<file path="src/rtl/mux_input_conditioner.sv">
// Purpose: synchronize and debounce ten raw switch bits (8 data, 2 select) feeding the 4:1 x 2-bit mux.
// Latency: 2 sync cycles + DB_CYCLES debounce cycles, clean edge to a_o/s_o; upd pulses in that same first cycle.
// Backpressure: none; free-running and always accepting. Optional auto-scan select is enabled by defining AUTO_SCAN_EN.
module mux_input_conditioner #(
    parameter int DB_CYCLES = 20000,
    parameter int SCAN_DIV  = 50000
) (
    input  logic       clk,
    input  logic       rst_n,
    input  logic [7:0] sw_a,
    input  logic [1:0] sw_s,
    input  logic       scan_mode,
    output logic [7:0] a_o,
    output logic [1:0] s_o,
    output logic       upd
);

    localparam int NB = 10;
    localparam int CW = $clog2(DB_CYCLES + 1);
    localparam logic [CW-1:0] DB_LAST = CW'(DB_CYCLES - 1);

    // Bit layout for every per-bit vector: [7:0] data switches, [9:8] select switches.
    logic [NB-1:0] raw;
    logic [NB-1:0] sync1_q;
    logic [NB-1:0] sync2_q;
    logic [NB-1:0] stable_q;
    logic [NB-1:0] stable_d;
    logic [CW-1:0] cnt_q [NB];
    logic [CW-1:0] cnt_d [NB];
    logic [1:0]    s_q;
    logic [1:0]    s_d;
    logic          upd_q;
    logic          upd_d;

    assign raw = {sw_s, sw_a};

    // Two-flop synchronizer on every raw switch bit.
    always_ff @(posedge clk or negedge rst_n) begin
        if (!rst_n) begin
            sync1_q <= '0;
            sync2_q <= '0;
        end else begin
            sync1_q <= raw;
            sync2_q <= sync1_q;
        end
    end

    // Per-bit debounce: a bit must differ from its stable value for DB_CYCLES straight cycles.
    always_comb begin
        for (int i = 0; i < NB; i++) begin
            stable_d[i] = stable_q[i];
            cnt_d[i]    = '0;
            if (sync2_q[i] != stable_q[i]) begin
                if (cnt_q[i] == DB_LAST) begin
                    stable_d[i] = sync2_q[i];
                end else begin
                    cnt_d[i] = cnt_q[i] + CW'(1);
                end
            end
        end
    end

    // Debounce state registers; reset discards any partial count.
    always_ff @(posedge clk or negedge rst_n) begin
        if (!rst_n) begin
            stable_q <= '0;
            for (int i = 0; i < NB; i++) begin
                cnt_q[i] <= '0;
            end
        end else begin
            stable_q <= stable_d;
            for (int i = 0; i < NB; i++) begin
                cnt_q[i] <= cnt_d[i];
            end
        end
    end

`ifdef AUTO_SCAN_EN
    localparam int DW = (SCAN_DIV > 1) ? $clog2(SCAN_DIV) : 1;
    localparam logic [DW-1:0] DIV_LAST = DW'(SCAN_DIV - 1);

    logic          scan1_q;
    logic          scan2_q;
    logic [DW-1:0] div_q;
    logic [DW-1:0] div_d;
    logic [1:0]    scnt_q;
    logic [1:0]    scnt_d;

    // scan_mode is an async level too, so it gets the same two-flop treatment.
    always_ff @(posedge clk or negedge rst_n) begin
        if (!rst_n) begin
            scan1_q <= 1'b0;
            scan2_q <= 1'b0;
        end else begin
            scan1_q <= scan_mode;
            scan2_q <= scan1_q;
        end
    end

    // Divider and select counter run only in scan mode and sit at 0 otherwise,
    // so every entry into scan mode starts cleanly from select 0.
    always_comb begin
        div_d  = '0;
        scnt_d = '0;
        if (scan2_q) begin
            if (div_q == DIV_LAST) begin
                div_d  = '0;
                scnt_d = scnt_q + 2'd1;
            end else begin
                div_d  = div_q + DW'(1);
                scnt_d = scnt_q;
            end
        end
    end

    // Scan divider and select counter registers.
    always_ff @(posedge clk or negedge rst_n) begin
        if (!rst_n) begin
            div_q  <= '0;
            scnt_q <= '0;
        end else begin
            div_q  <= div_d;
            scnt_q <= scnt_d;
        end
    end

    // Select source: scan counter while scanning, debounced sw_s otherwise.
    always_comb begin
        s_d = scan2_q ? scnt_q : stable_d[9:8];
    end
`else
    logic unused_cfg;
    assign unused_cfg = scan_mode ^ (SCAN_DIV < 1);

    // Select is always the debounced sw_s.
    always_comb begin
        s_d = stable_d[9:8];
    end
`endif

    // Change detect on the next visible values so upd lines up with the new outputs.
    always_comb begin
        upd_d = ({stable_d[7:0], s_d} != {stable_q[7:0], s_q});
    end

    // Output select and update-pulse registers.
    always_ff @(posedge clk or negedge rst_n) begin
        if (!rst_n) begin
            s_q   <= '0;
            upd_q <= 1'b0;
        end else begin
            s_q   <= s_d;
            upd_q <= upd_d;
        end
    end

    assign a_o = stable_q[7:0];
    assign s_o = s_q;
    assign upd = upd_q;

endmodule

</file>
<file path="config.mk">
export PLATFORM = sky130hd
export DESIGN_NAME = mux_input_conditioner
export DESIGN_NICKNAME = d
export VERILOG_FILES = /design/src/rtl/mux_input_conditioner.sv
export SDC_FILE = /design/constraint.sdc
export NUM_CORES = 1
export LEC_CHECK = 0
export BUFFER_PORTS_ARGS = -buffer_cell sky130_fd_sc_hd__buf_2
export CAP_MARGIN = 30
export CORE_UTILIZATION = 40
export CTS_CLUSTER_DIAMETER = 100
export DETAILED_ROUTE_END_ITERATION = 8
export SYNTH_ARGS = -nofsm -noshare
export SYNTH_HDL_FRONTEND = slang
export SYNTH_SLANG_ARGS = --single-unit
</file>
<file path="constraint.sdc">
create_clock -name clk -period 2.5 [get_ports clk]
set_input_delay 0.125 -clock clk [delete_from_list [all_inputs] [get_ports clk]]
set_output_delay 0.125 -clock clk [all_outputs]
set_load 0.005 [all_outputs]
</file>
==> impl_summary.md <==
Run status
The run finished with clean final reports.

Clock tree
The H-tree was split into 4 levels. The maximum clock insertion buffer count is 2. After clock tree synthesis, the clock-pin slew on the worst setup and hold paths is 0.07 ns. The tree is rooted in a sky130_fd_sc_hd__clkbuf_16. The clock network latency to the later pin of the worst-skew pair is 0.42 ns. Once the clock tree was built, the setup fixing pass inserted 0 buffers. The clock net in this run drives a total of 181 sinks.

Once the clock tree was built, the resizer swapped 0 gates to a different size. TritonCTS built the clock tree. The number of buffers added by the clock tree synthesis step is 17.

Place
The wire-length estimate of the detail-placed layout is 9.07 mm. Before CTS, the worst setup slack after placement is 0.410 ns. Port buffering added 22 buffers. Once placement finished, the instance area stood at 0.00862 mm^2. The last weighted congestion value of the routability-driven placer is 0.794.

Critical path
STA classifies the critical path startpoint as a flop. For this run, the slowest stage of the critical path takes 0.41 ns. Together, buffers and inverters on the worst path number 1. The largest fanout of any net on the critical path is 10. The data required time of the critical path is 2.81 ns.

The reg-to-reg startpoint is cnt_q[45]. The setup slack of the most critical reg-to-reg path is 0.42 ns. The endpoint type of the worst setup path is a flop. For the worst setup path, the data arrival time is 2.39 ns. The critical path goes through ha_1 -> and4_1 -> nand2_1 -> nor4_2 -> or2_0 -> buf_4 -> nor2_1.

The cell type group with the largest total delay on the critical path is simple AND/OR/NAND/NOR gates. The cell at the slowest stage of the critical path is sky130_fd_sc_hd__dfrtp_1. The number of cells on the worst reg-to-reg path is 7. The endpoint identified for the worst register-to-register timing path is cnt_q[59]. The start-to-end type of the worst setup path is reg2reg.

GRT
The total track usage is 13.9%. Global routing used 20.9% of the available met2 tracks. The global routing's busiest layer is met2. The first global-routing pass estimated 24.2 mm of wire. The number of global-route vias before repair came to 5,195.

For met3 alone, demand over resource in global routing was 3.24%. Global routing used 19.7% of the available met1 tracks. Entering global routing, the biggest net connects 66 pins. Summed over all layers, the global routing overflow is 0. The initial antenna violation count was 0.

Routing
In this run, the number of DRC markers left after iteration 0 of detailed routing was 250. The total length of routed wires is 13.6 mm. The routed layout has 5,375 vias. In the final routed layout, each cell accounts on average for 12.3 um.

The count of nets left with antenna violations once routing finished came out at 0. The mean number of vias per cell is 4.87. The first-pass detailed-route iteration total is 4. After detailed routing, the number of remaining DRC violations is 0.

Floorplanning
The floorplan die height is 145 um. The number of placement rows is 51. For this design the top-level I/O count stands at 24. The die footprint is 0.0210 mm^2. The floorplan core area is 0.0197 mm^2. The floorplan step set the die width to 145 um. For this configuration, the core starts out at a cell density of 41.5%.

Synth
The Yosys step of the flow raised 0 warnings. In the synthesized netlist, the number of instances is 778. Summing the sequential cell areas from Yosys gives 55.4% of the chip area. The net count after synthesis is 801. The number of flops mapped to enable cells by yosys is 0. A synthesized cell averages 10.5 um^2.

The proportion of synthesized flip-flops having asynchronous set or reset is 100%. Among all flip-flop cells after synthesis, the most frequent one is sky130_fd_sc_hd__dfrtp_1. The area of the mapped netlist is 0.00817 mm^2. The unique cell type count in the Yosys netlist is 40.

Synthesis inferred 181 register bits.

Timing
The achievable clock frequency is 481 MHz. The final setup TNS is 0 ns. The post-route clock skew is 0.0104 ns. For the pin with the worst max-slew slack, the measured transition is 0.576 ns. The number of slew-limit violations in the final report is 0. In this run the tightest slew margin relative to its limit is 61.6%. Setup violations remaining at the end of the flow were counted as 0. The part of the cycle the worst path needs is 83.1%. The setup slack of the critical path after layout is 0.422 ns. The shortest period the worst path allows is 2.08 ns.

The count of endpoints failing hold in the final timing report is 0. Setup repair after global routing left no endpoint under its margin.

Final layout
The count of antenna diodes in the layout is 0. The library cells used most frequently in the layout, excluding fill and tap cells, are sky130_fd_sc_hd__dfrtp_1 (181), sky130_fd_sc_hd__nor2_1 (155), sky130_fd_sc_hd__xor2_1 (89). The area used by sequential logic in the layout is 0.00453 mm^2. The most common cell after layout, fill and taps aside is sky130_fd_sc_hd__dfrtp_1. From synthesis to final layout, the design area changed by 14.1%. The number of fillers in the final layout is 1,810. The area taken by multi-input logic gates is 0.00352 mm^2. Summing all non-filler instances in the final layout gives an area of 0.00933 mm^2. The share of cells above drive strength 1 is 9.19%. At the end of the flow, the number of nets in the layout was 849.

Power and ir drop
Power spread over the standard cell area amounts to 636 mW/mm^2. IR analysis of the VDD net gives a maximum drop of 445 uV. In this run the static leakage power is 4.11 nW.

Job
Across the run, the number of max-cap violations was 0.

Hold path
The tightest min-delay check is of the in2async type.
==> synth_stat cells (2+ instances only) <==
| library cell | count | area [um^2] |
|---|---|---|
| sky130_fd_sc_hd__nor3_1 | 12 | 60.1 |
| sky130_fd_sc_hd__dfrtp_1 | 181 | 4530 |
| sky130_fd_sc_hd__nor4bb_1 | 5 | 50.1 |
| sky130_fd_sc_hd__nor2_2 | 4 | 25.0 |
| sky130_fd_sc_hd__nor2_1 | 155 | 582 |
| sky130_fd_sc_hd__xor2_1 | 89 | 780 |
| sky130_fd_sc_hd__or4b_1 | 2 | 20.0 |
| sky130_fd_sc_hd__o21ai_0 | 2 | 10.0 |
| sky130_fd_sc_hd__nor4b_1 | 3 | 26.3 |
| sky130_fd_sc_hd__nor2b_1 | 3 | 18.8 |
| sky130_fd_sc_hd__mux2_2 | 9 | 101 |
| sky130_fd_sc_hd__nand4_1 | 43 | 269 |
| sky130_fd_sc_hd__buf_4 | 2 | 15.0 |
| sky130_fd_sc_hd__xnor2_1 | 49 | 429 |
| sky130_fd_sc_hd__or3_1 | 3 | 18.8 |
| sky130_fd_sc_hd__nand2_1 | 66 | 248 |
| sky130_fd_sc_hd__and4_1 | 14 | 123 |
| sky130_fd_sc_hd__and3_1 | 25 | 156 |
| sky130_fd_sc_hd__inv_1 | 13 | 48.8 |
| sky130_fd_sc_hd__clkbuf_1 | 7 | 26.3 |
| sky130_fd_sc_hd__and2_1 | 12 | 75.1 |
| sky130_fd_sc_hd__nand2b_1 | 2 | 12.5 |
| sky130_fd_sc_hd__nor4_1 | 10 | 62.6 |
| sky130_fd_sc_hd__o22ai_1 | 3 | 18.8 |
| sky130_fd_sc_hd__nand3_1 | 38 | 190 |
| sky130_fd_sc_hd__ha_1 | 10 | 125 |
| sky130_fd_sc_hd__a21oi_1 | 3 | 15.0 |
==> metal layers <==
metal	vias to the layer above	routed length, um
met2	41	5980
met5	-	0
met4	0	172
met3	12	298
met1	2591	7150
li1	2731	-
==> power breakdown <==
group,internal [mW],switching (mW)
Combinational,0.0731,0.136
Sequential,2.98,0.0429
Clock,1.59,1.11
==> registers in the layout, indices dropped and copies added (netlist names) <==
register / count
sync1_q: 10
s_o: 2
upd: 1
sync2_q: 10
cnt_q: 150
stable_q: 8
==> metrics by stage <==
stage               std cells  power [mW]  utilization, %  hold slack (ns)
finish                   1103        5.94            47.3            0.260
global placement         1061        3.28            43.7            0.160
CTS                      1103        6.04            47.3            0.270
detailed placement       1061        3.29            43.7            0.162
floorplan                 778        3.18               -           -0.171
global route             1103        6.17            47.3            0.321
==> final cells by class <==
cell class,count,area share (%)
flip-flops and latches,181,48.6
multi-input cells,573,37.8
clock buffers,19,4.75
well taps,265,3.56
repair buffers,40,3.15
clock inverters,12,1.68
inverters,13,0.523
==> cells by family after synthesis <==
kind of cell | count (synthesis) | share of synthesized area, %
muxes | 10 | 1.42
DFF | 181 | 55.4
and+or+nand+nor | 405 | 24.6
xor gates and xnor gates | 138 | 14.8
adders and majority gates | 10 | 1.53
buffers and inverters | 24 | 1.48
AOI/OAI and AO/OA | 10 | 0.796
==> timing repair <==
action / in CTS / in global routing
setup endpoints to repair: 0 / 0
hold buffers: 11 / 0
endpoints found under the hold margin: 71 / 0
==> worst max-delay path by stage <==
| stage | startpoint | endpoint | slack [ns] | cells after the start |
|---|---|---|---|---|
| CTS | cnt_q[45] | cnt_q[59] | 0.40 | 7 |
| global placement | cnt_q[57] | cnt_q[52] | 0.45 | 5 |
| finish | cnt_q[45] | cnt_q[59] | 0.42 | 7 |
| detailed placement | cnt_q[45] | cnt_q[59] | 0.41 | 7 |
| floorplan | cnt_q[57] | cnt_q[55] | 0.73 | 6 |
| global route | cnt_q[45] | cnt_q[59] | 0.24 | 7 |
Power figures use the tool's default switching activity.
